File: src/rtl/cic_decim_scheduler.sv
// cic_decim_scheduler: gates sample strobes into CIC eni/eno, flushes and settles the CIC on ratio changes
module cic_decim_scheduler #(
  parameter int RMAX = 64,
  parameter int R_DEF = 4,
  parameter int N = 2,
  parameter int M = 1,
  parameter int FLUSH_CYC = 2,
  localparam int RW = $clog2(RMAX + 1)
) (
  input  logic          clk,
  input  logic          rst,
  input  logic          in_stb,
  input  logic [RW-1:0] cfg_r,
  input  logic          cfg_valid,
  output logic          cfg_ready,
  output logic          cic_rst,
  output logic          eni,
  output logic          eno,
  output logic          out_valid,
  output logic [RW-1:0] r_active,
  output logic          busy
);
  localparam int FW = $clog2(FLUSH_CYC + 1);
  localparam int SW = $clog2(N * M + 2);
  typedef enum logic [1:0] {FLUSH, SETTLE, RUN} state_t;
  state_t        state;
  logic [FW-1:0] fc;
  logic [SW-1:0] sc;
  logic [RW-1:0] ph;
  logic [RW-1:0] r_new;
  logic          ov_q;
  logic          hs;
  // outputs are forced to their reset values while rst is low, not one clock later
  always_comb begin
    cfg_ready = (state != FLUSH) & rst;
    hs        = cfg_valid & cfg_ready;
    cic_rst   = (state == FLUSH) | ~rst;
    busy      = (state != RUN) | ~rst;
    eni       = in_stb & (state != FLUSH) & rst;
    eno       = eni & (ph == r_active - 1'b1);
    out_valid = ov_q & rst;
    r_new     = (cfg_r == '0) ? RW'(1) : (cfg_r > RW'(RMAX)) ? RW'(RMAX) : cfg_r;
  end
  always_ff @(posedge clk) begin
    if (!rst) begin
      state    <= FLUSH;
      fc       <= '0;
      sc       <= '0;
      ph       <= '0;
      r_active <= RW'(R_DEF);
      ov_q     <= 1'b0;
    end else begin
      ov_q <= eno & (state == RUN) & ~hs;
      if (eni) ph <= eno ? '0 : ph + 1'b1;
      if (hs) begin
        r_active <= r_new;
        state    <= FLUSH;
        fc       <= '0;
      end else begin
        case (state)
          FLUSH: begin
            if (fc == FW'(FLUSH_CYC - 1)) begin
              state <= SETTLE;
              ph    <= '0;
              sc    <= '0;
            end else fc <= fc + 1'b1;
          end
          SETTLE: begin
            if (eno) begin
              sc <= sc + 1'b1;
              if (sc == SW'(N * M)) state <= RUN;
            end
          end
          RUN: state <= RUN;
          default: state <= FLUSH;
        endcase
      end
    end
  end
endmodule
File: config.mk
export PLATFORM = sky130hd
export DESIGN_NAME = cic_decim_scheduler
export DESIGN_NICKNAME = d
export VERILOG_FILES = /design/src/rtl/cic_decim_scheduler.sv
export SDC_FILE = /design/constraint.sdc
export NUM_CORES = 1
export LEC_CHECK = 0
export BUFFER_PORTS_ARGS = -buffer_cell sky130_fd_sc_hd__buf_4
export CORE_ASPECT_RATIO = 1.25
export CORE_MARGIN = 2
export CORE_UTILIZATION = 54
export CTS_CLUSTER_SIZE = 40
export DETAILED_ROUTE_END_ITERATION = 7
export PLACE_DENSITY_LB_ADDON = 0.25
export SLEW_MARGIN = 20
export SYNTH_ARGS = -nofsm -noshare
export SYNTH_HDL_FRONTEND = slang
export SYNTH_SLANG_ARGS = --single-unit
File: constraint.sdc
create_clock -name clk -period 2.94 [get_ports clk]
set_input_delay 0.294 -clock clk [delete_from_list [all_inputs] [get_ports clk]]
set_output_delay 0.294 -clock clk [all_outputs]
set_load 0.02 [all_outputs]
==> impl_metrics.csv, run 1 <==
group,metric,value,unit
power,pwr-share-clk,0.157,
timing,relSlewSlack,0.616,
critical_path,r2r_end,"state[1]$_SDFFE_PP0P_",
critical_path,critPathCapture,"eno",
synthesis,ys_warn_count,0,
timing,finalClockSkew,0.00450,ns
final_layout,final_cell_mix,"buf_4, dfxtp_1, nand2_1",
timing,hold_slack,0.196,ns
critical_path,reg2reg_slack,0.36,ns
global_route,antenna_found_initial,0,
hold_path,hp-class,"primary input to flop",
clock_network,clkSinkCount,21,
detailed_routing,avgRoutedWirePerCell,12.7,um
detailed_routing,firstDrtPassIters,4,
critical_path,slowest_stage,"or4b_4",
timing,tightest_slew,0.570,ns
clock_network,root_buffer,"clkbuf_4",
clock_network,numCtsBuffers,3,
synthesis,synth_seq_cells,21,
floorplanning,core,2230,um^2
synthesis,synth_cell_types,36,
critical_path,cp_num_cells,7,
global_route,groute.usage.overall,0.211,
detailed_routing,avgViaCountPerCell,5.52,
critical_path,crit_start,"state[0]$_SDFFE_PP0P_",
synthesis,avgSynthCellArea,8.19,um^2
critical_path,cp_cell_sequence,"inv_1 > ha_1 > and3b_1 > nand3_2 > or4b_4 > nor3_2 > buf_4",
power,power_density,585,nW/um^2
timing,max_freq,0.357,GHz
detailed_routing,num_vias,1160,
critical_path,crit_type,"flop to output port",
critical_path,r2r-start,"state[0]$_SDFFE_PP0P_",
hold_path,holdPathStages,2,
place,portBuffers,23,
power,swShare,0.404,
timing,rsz0062_at_grt,"no",
critical_path,critPathTopFamily,"simple AND/OR/NAND/NOR gates",
critical_path,start_kind,"flop",
final_layout,n_antenna_cell,0,
timing,period_needed,2.80,ns
detailed_routing,wl,2660,um
timing,setup_violations,0,
clock_network,htreeDepth,1,
power,power.total,0.878,mW
floorplanning,initial_core_util,0.583,
critical_path,arrival,2.50,ns
global_route,grt_overflow,0,
synthesis,synth_area,1300,um^2
timing,fin_tns_setup,0,ns
final_layout,area_growth,15.2,%
power,pwr-share-seq,0.402,
place,hpwl,2090,um
critical_path,max_stage_delay,0.57,ns
final_layout,layout_commonest_cell,"buf_4",
place,dp.cells,206,
timing,final_hold_viol_count,0,
critical_path,worst_setup_path_end_kind,"output port",
critical_path,cp_num_buf_inv,2,
floorplanning,die_x,47.9,um
synthesis,synthCells,159,
power,p_leak,0.614,nW
clock_network,cts_tree,"built",
clock_network,clk_pin_slew,0.11,ns
timing,slew_violations,0,
floorplanning,rows,19,
critical_path,crit_required,2.65,ns
floorplanning,die_h,58.9,um
critical_path,worst-path-max-fanout,10,
timing,min_period_over_period,0.952,
power,vdd_ir_drop_max,0.000493,V
final_layout,nets,198,
global_route,grt_start_max_net_pins,21,
place,gp_congestion,0.769,
clock_network,cts_hold_buf,0,
status,outcome,"finished, final reports clean",
critical_path,r2r_cells,7,
clock_network,insertion_delay,0.30,ns
final_layout,drive_above_1_share,0.184,
synthesis,ys_seq_area_frac,0.323,
final_layout,utilization,0.671,
floorplanning,io_pins,24,
power,p_sw,0.355,mW
run,max-cap-violations,0,
floorplanning,die_area,2820,um^2
clock_network,ctsResizeCount,0,
power,intPower,0.523,mW
clock_network,cts_setup_buffers,0,
detailed_routing,final_antenna_net_count,0,
global_route,grt_pass1_vias,1053,
final_layout,fill_cells,207,
synthesis,synth_fp_nets,177,
final_layout,final_cell_count_no_fill,210,
detailed_routing,drtIter0Drc,25,
clock_network,cts_buffer_depth,2,
power,pwr-share-comb,0.442,
detailed_routing,drc_errors,0,
global_route,grt_pass1_wl,4390,um
==> how the worst min path moves through the flow <==
stage                       start                        to  slack [ns]
4_1_cts                  cfg_r[6]  r_active[0]$_SDFFE_PN0P_        0.19
5_1_grt                  cfg_r[6]  r_active[0]$_SDFFE_PN0P_        0.18
3_3_place_gp   fc[1]$_SDFFE_PP0P_        fc[1]$_SDFFE_PP0P_        0.49
6_report                 cfg_r[6]  r_active[0]$_SDFFE_PN0P_        0.20
2_1_floorplan            cfg_r[6]  r_active[0]$_SDFFE_PN0P_        0.40
3_5_place_dp   fc[1]$_SDFFE_PP0P_        fc[1]$_SDFFE_PP0P_        0.49
==> sequential cells by signal, summed over array words and instances (netlist names) <==
signal / count
fc: 2
ov_q: 1
ph: 7
r_active: 7
sc: 2
state: 2
==> cell usage after synthesis <==
cell / n / area [um^2]
a211oi_1: 2 / 15.0
a21oi_1: 12 / 60.1
a31oi_1: 2 / 12.5
and2_1: 2 / 12.5
and3_1: 1 / 6.26
and3b_1: 1 / 8.76
and4_1: 1 / 8.76
buf_4: 1 / 7.51
buf_6: 2 / 22.5
clkbuf_1: 5 / 18.8
dfxtp_1: 21 / 420
ha_1: 7 / 87.6
inv_1: 12 / 45.0
mux2_1: 1 / 11.3
mux2i_1: 3 / 30.0
nand2_1: 14 / 52.6
nand3_1: 7 / 35.0
nand3_2: 1 / 10.0
nand4_1: 4 / 25.0
nor2_1: 11 / 41.3
nor2b_1: 6 / 37.5
nor3_1: 9 / 45.0
nor3_2: 1 / 10.0
nor3b_1: 2 / 15.0
nor4b_4: 1 / 23.8
o211ai_1: 1 / 7.51
o21a_1: 1 / 7.51
o21ai_0: 7 / 35.0
o21ai_1: 1 / 5.00
o31a_1: 1 / 8.76
o31ai_1: 2 / 15.0
o32ai_1: 1 / 8.76
or4b_4: 1 / 13.8
xnor2_1: 6 / 52.6
xor2_1: 8 / 70.1
xor2_2: 1 / 16.3
==> routing by layer <==
| metal | vias up | GRT usage | wire (um) | share of wire |
|---|---|---|---|---|
| li1 | 591 | - | - | - |
| met1 | 552 | 0.246 | 1130 | 0.43 |
| met2 | 13 | 0.371 | 1450 | 0.55 |
| met3 | 4 | 0.0307 | 48 | 0.018 |
| met4 | 0 | 0.0811 | 27 | 0.010 |
| met5 | - | 0 | 0 | 0 |
==> power by group through the flow <==
| stage | Combinational (mW) | Sequential, mW | Clock (mW) |
|---|---|---|---|
| after floorplan | 0.303 | 0.363 | 0 |
| after global placement | 0.370 | 0.357 | 0 |
| after detailed placement | 0.385 | 0.360 | 0 |
| after CTS | 0.388 | 0.353 | 0.142 |
| after global routing | 0.436 | 0.358 | 0.156 |
| final | 0.388 | 0.353 | 0.138 |
==> cell families after synthesis <==
family	after synthesis	synth area share
and+or+nand+nor	62	0.265
AOI/OAI and AO/OA	30	0.134
DFF	21	0.323
buffers and inverters	20	0.0720
xor gates and xnor gates	15	0.107
adders and majority gates	7	0.0672
muxes	4	0.0317
==> metrics by stage <==
| stage | cell area, um^2 | setup slack [ns] |
|---|---|---|
| after floorplan | 1300 | 0.557 |
| after global placement | 1470 | 0.461 |
| final | 1500 | 0.141 |
| after detailed placement | 1470 | 0.386 |
| after global routing | 1500 | 0.0288 |
| after CTS | 1500 | 0.135 |
==> cell type report <==
class                           count  area, um^2  share of cell area
Multi-Input combinational cell    118         788               0.525
Sequential cell                    21         420               0.280
Timing Repair Buffer               24         180               0.120
Inverter                           12        45.0              0.0300
Tap cell                           31        38.8              0.0259
Clock buffer                        3        22.5              0.0150
Clock inverter                      1        5.00             0.00334
No activity file was read; power rests on OpenSTA's default activity.
==> run 2, diff against run 1 <==
--- a/config.mk
+++ b/config.mk
@@ -5,10 +5,12 @@
 export SDC_FILE = /design/constraint.sdc
 export NUM_CORES = 1
 export LEC_CHECK = 0
-export BUFFER_PORTS_ARGS = -buffer_cell sky130_fd_sc_hd__buf_4
+export BUFFER_PORTS_ARGS = -buffer_cell sky130_fd_sc_hd__buf_2
+export CELL_PAD_IN_SITES_DETAIL_PLACEMENT = 0
+export CELL_PAD_IN_SITES_GLOBAL_PLACEMENT = 1
 export CORE_ASPECT_RATIO = 1.25
 export CORE_MARGIN = 2
-export CORE_UTILIZATION = 54
+export CORE_UTILIZATION = 40
 export CTS_CLUSTER_SIZE = 40
 export DETAILED_ROUTE_END_ITERATION = 7
 export PLACE_DENSITY_LB_ADDON = 0.25
==> impl_metrics.csv, run 2 (same netlist as run 1, synthesis figures left out) <==
group,metric,value,unit
timing,setup_violations,0,
clock_network,cts_tree,"built",
timing,min_period_over_period,0.917,
critical_path,crit_required,2.65,ns
critical_path,start_kind,"flop",
clock_network,root_buffer,"clkbuf_8",
critical_path,arrival,2.40,ns
detailed_routing,final_antenna_net_count,0,
floorplanning,die_x,55.0,um
detailed_routing,firstDrtPassIters,4,
power,vdd_ir_drop_max,0.000359,V
timing,finalClockSkew,0.00494,ns
timing,max_freq,0.371,GHz
power,p_leak,0.609,nW
final_layout,area_growth,12.9,%
hold_path,hp-class,"primary input to flop",
timing,relSlewSlack,0.617,
final_layout,nets,198,
floorplanning,core,3170,um^2
place,gp_congestion,0.806,
critical_path,slowest_stage,"or4b_4",
run,max-cap-violations,0,
clock_network,clk_pin_slew,0.08,ns
detailed_routing,wl,2800,um
floorplanning,die_h,67.8,um
critical_path,max_stage_delay,0.56,ns
critical_path,worst-path-max-fanout,10,
critical_path,r2r-start,"state[0]$_SDFFE_PP0P_",
timing,slew_violations,0,
timing,final_hold_viol_count,0,
clock_network,insertion_delay,0.26,ns
timing,rsz0062_at_grt,"no",
critical_path,cp_cell_sequence,"inv_1 > ha_1 > and3b_2 > nand3_2 > or4b_4 > nor3_2 > buf_2",
floorplanning,die_area,3730,um^2
place,portBuffers,23,
detailed_routing,drtIter0Drc,11,
critical_path,r2r_cells,7,
final_layout,layout_commonest_cell,"buf_2",
critical_path,crit_type,"flop to output port",
detailed_routing,avgRoutedWirePerCell,13.0,um
final_layout,drive_above_1_share,0.190,
final_layout,top_regs,"ph (7), r_active (7)",
clock_network,cts_setup_buffers,0,
critical_path,r2r_end,"state[1]$_SDFFE_PP0P_",
detailed_routing,num_vias,1142,
clock_network,cts_buffer_depth,2,
power,power_density,624,nW/um^2
final_layout,n_antenna_cell,0,
place,hpwl,2220,um
global_route,grt_start_max_net_pins,21,
final_layout,fill_cells,326,
global_route,grt_pass1_vias,1007,
hold_path,hold_path.startpoint,"cfg_r[6]",
global_route,grt_overflow,0,
status,outcome,"finished, final reports clean",
final_layout,final_cell_mix,"buf_2, dfxtp_1, nand2_1",
detailed_routing,drc_errors,0,
clock_network,numCtsBuffers,3,
global_route,grt_pass1_wl,4310,um
clock_network,clkSinkCount,21,
hold_path,min_to,"r_active[0]$_SDFFE_PN0P_",
timing,tightest_slew,0.569,ns
timing,period_needed,2.70,ns
global_route,groute.usage.overall,0.159,
detailed_routing,avgViaCountPerCell,5.29,
critical_path,worst_setup_path_end_kind,"output port",
critical_path,reg2reg_slack,0.44,ns
power,power.total,0.917,mW
floorplanning,rows,23,
timing,fin_tns_setup,0,ns
floorplanning,io_pins,24,
global_route,antenna_found_initial,0,
clock_network,htreeDepth,1,
hold_path,holdPathStages,2,
floorplanning,initial_core_util,0.411,
-- run 2: cell counts in the layout (fill, tap and decap cells not counted) --
No cell type changed its count.
-- run 2: critical path: cells and delay by family, from the launching register on --
kind	cells	cell delay, ns
simple gates	4	1.18
flops	1	0.38
fa+ha+maj	1	0.30
buf+inv	2	0.28
-- run 2: final cells by class --
class	count	area [um^2]	area share
repair buffers	24	123	0.0834
clock inverters	1	5.00	0.00340
multi-input cells	118	790	0.537
flip-flops and latches	21	420	0.286
inverters	12	45.0	0.0306
well taps	37	46.3	0.0315
clock buffers	3	41.3	0.0281
-- run 2: stage by stage --
step	utilization	std cells	setup WS [ns]	instance area, um^2	hold slack [ns]
CTS	0.464	216	0.134	1470	0.250
floorplan	-	159	0.557	1300	0.397
finish	0.464	216	0.245	1470	0.250
detailed placement	0.449	212	0.342	1420	0.500
global placement	0.449	212	0.455	1420	0.488
global route	0.464	216	0.108	1470	0.263
-- run 2: report_power, final --
part	internal, mW	switching, mW	total [mW]	leakage (nW)
Clock	0.0944	0.0976	0.192	0.0255
Combinational	0.140	0.233	0.373	0.413
Sequential	0.318	0.0349	0.353	0.170
Total	0.552	0.365	0.917	0.609
-- run 2: repair_timing --
| item | CTS | global route |
|---|---|---|
| hold buffers | 0 | 0 |
| endpoints found under the setup margin | 0 | 1 |
| gates resized for setup | 0 | 1 |
-- run 2: worst max-delay path by stage --
stage | from | to | slack (ns) | cells past startpoint
2_1_floorplan | r_active[0]$_SDFFE_PN0P_ | state[1]$_SDFFE_PP0P_ | 0.56 | 7
3_3_place_gp | state[0]$_SDFFE_PP0P_ | state[1]$_SDFFE_PP0P_ | 0.46 | 7
3_5_place_dp | state[0]$_SDFFE_PP0P_ | state[1]$_SDFFE_PP0P_ | 0.34 | 7
4_1_cts | state[0]$_SDFFE_PP0P_ | eno | 0.13 | 7
5_1_grt | state[0]$_SDFFE_PP0P_ | eno | 0.11 | 7
6_report | state[0]$_SDFFE_PP0P_ | eno | 0.24 | 7
-- run 2: layer usage --
layer	up-vias	wire [um]	global-route usage
met5	-	0	0
met1	538	1230	0.182
met2	13	1480	0.293
met3	6	45	0.0199
li1	585	-	-
met4	0	46	0.0549
==> run 3, diff against run 2 <==
--- a/config.mk
+++ b/config.mk
@@ -13,7 +13,7 @@
 export CORE_UTILIZATION = 40
 export CTS_CLUSTER_SIZE = 40
 export DETAILED_ROUTE_END_ITERATION = 7
-export PLACE_DENSITY_LB_ADDON = 0.25
+export PLACE_DENSITY = 0.8
 export SLEW_MARGIN = 20
 export SYNTH_ARGS = -nofsm -noshare
 export SYNTH_HDL_FRONTEND = slang
==> impl_metrics.csv, run 3 (same netlist as run 1, synthesis figures left out) <==
group,metric,value,unit
status,outcome,"finished, final reports clean",
final_layout,top_regs,"ph (7), r_active (7)",
clock_network,cts_hold_buf,0,
detailed_routing,drtIter0Drc,24,
final_layout,utilization,0.466,
critical_path,critPathCapture,"eno",
final_layout,drive_above_1_share,0.189,
floorplanning,rows,23,
critical_path,reg2reg_slack,0.52,ns
floorplanning,initial_core_util,0.411,
timing,min_period_over_period,0.884,
timing,max_freq,0.385,GHz
global_route,groute.usage.overall,0.180,
global_route,grt_pass1_vias,1126,
critical_path,r2r_end,"state[1]$_SDFFE_PP0P_",
critical_path,crit_type,"flop to output port",
run,max-cap-violations,0,
critical_path,arrival,2.31,ns
timing,slew_violations,0,
global_route,grt_start_max_net_pins,21,
power,p_leak,0.615,nW
detailed_routing,avgRoutedWirePerCell,13.8,um
floorplanning,die_area,3730,um^2
clock_network,cts_tree,"built",
critical_path,worst_setup_path_end_kind,"output port",
hold_path,hold_path.startpoint,"cfg_r[6]",
floorplanning,core,3170,um^2
global_route,grt_pass1_wl,4960,um
detailed_routing,num_vias,1171,
place,gp_congestion,0.828,
critical_path,crit_start,"state[0]$_SDFFE_PP0P_",
timing,setup_ws,0.340,ns
timing,fin_tns_setup,0,ns
clock_network,clk_pin_slew,0.08,ns
timing,period_needed,2.60,ns
place,dpl_cell_area,1430,um^2
power,power_density,624,nW/um^2
final_layout,area_growth,13.4,%
floorplanning,die_x,55.0,um
critical_path,start_kind,"flop",
final_layout,finish.instance_area,1480,um^2
place,portBuffers,23,
timing,tightest_slew,0.541,ns
power,power.total,0.922,mW
place,dp.cells,213,
critical_path,crit_required,2.65,ns
power,vdd_ir_drop_max,0.000386,V
detailed_routing,final_antenna_net_count,0,
place,pre_cts_ws,0.522,ns
final_layout,layout_commonest_cell,"buf_2",
clock_network,insertion_delay,0.26,ns
global_route,antenna_found_initial,0,
clock_network,cts_setup_buffers,0,
timing,relSlewSlack,0.636,
clock_network,htreeDepth,1,
floorplanning,io_pins,24,
hold_path,hp-class,"primary input to flop",
final_layout,final_cell_mix,"buf_2, dfxtp_1, nand2_1",
clock_network,root_buffer,"clkbuf_8",
floorplanning,die_h,67.8,um
critical_path,r2r-start,"state[0]$_SDFFE_PP0P_",
clock_network,cts_buffer_depth,2,
clock_network,numCtsBuffers,3,
clock_network,clkSinkCount,21,
timing,finalClockSkew,0.00639,ns
detailed_routing,avgViaCountPerCell,5.40,
clock_network,ctsResizeCount,0,
detailed_routing,drc_errors,0,
critical_path,r2r_cells,7,
timing,final_hold_viol_count,0,
global_route,grt_overflow,0,
place,hpwl,2370,um
timing,setup_violations,0,
timing,hold_slack,0.272,ns
final_layout,n_antenna_cell,0,
detailed_routing,wl,2990,um
critical_path,worst-path-max-fanout,10,
detailed_routing,firstDrtPassIters,4,
timing,rsz0062_at_grt,"no",
final_layout,nets,199,
final_layout,final_cell_count_no_fill,217,
## run 3: changes by cell type in the layout (fill, tap and decap cells not counted), sizes merged
cell | previous run | this run
buf | 24 | 25
## run 3: final cells by class
cell class	count	area, um^2
repair buffers	25	130
flip-flops and latches	21	420
clock inverters	1	5.00
clock buffers	3	41.3
multi-input cells	118	788
inverters	12	45.0
well taps	37	46.3
fillers	339	1690
## run 3: worst min-delay path by stage
| stage | endpoint | slack, ns | cells past startpoint |
|---|---|---|---|
| global route | r_active[0]$_SDFFE_PN0P_ | 0.28 | 2 |
| floorplan | r_active[0]$_SDFFE_PN0P_ | 0.40 | 1 |
| CTS | r_active[0]$_SDFFE_PN0P_ | 0.27 | 2 |
| global placement | fc[1]$_SDFFE_PP0P_ | 0.49 | 2 |
| detailed placement | state[0]$_SDFFE_PP0P_ | 0.50 | 2 |
| finish | r_active[0]$_SDFFE_PN0P_ | 0.27 | 2 |
## run 3: critical path: stages, from the launching register on
cell,delay [ns]
dfxtp_1,0.39
inv_1,0.08
ha_1,0.31
and3b_1,0.28
nand3_2,0.06
or4b_4,0.56
nor3_2,0.16
buf_2,0.20
## run 3: power breakdown
part	switching, mW	leakage, nW	total [mW]	internal, mW
registers	0.0374	0.170	0.355	0.318
logic	0.235	0.419	0.377	0.142
clock network	0.0948	0.0255	0.189	0.0943
## run 3: metal layers
metal | vias to the layer above | share of wire | track usage
met4 | 0 | 0 | 0.0366
met1 | 562 | 0.43 | 0.205
met5 | - | 0 | 0
li1 | 589 | - | -
met2 | 20 | 0.54 | 0.327
met3 | 0 | 0.033 | 0.0487
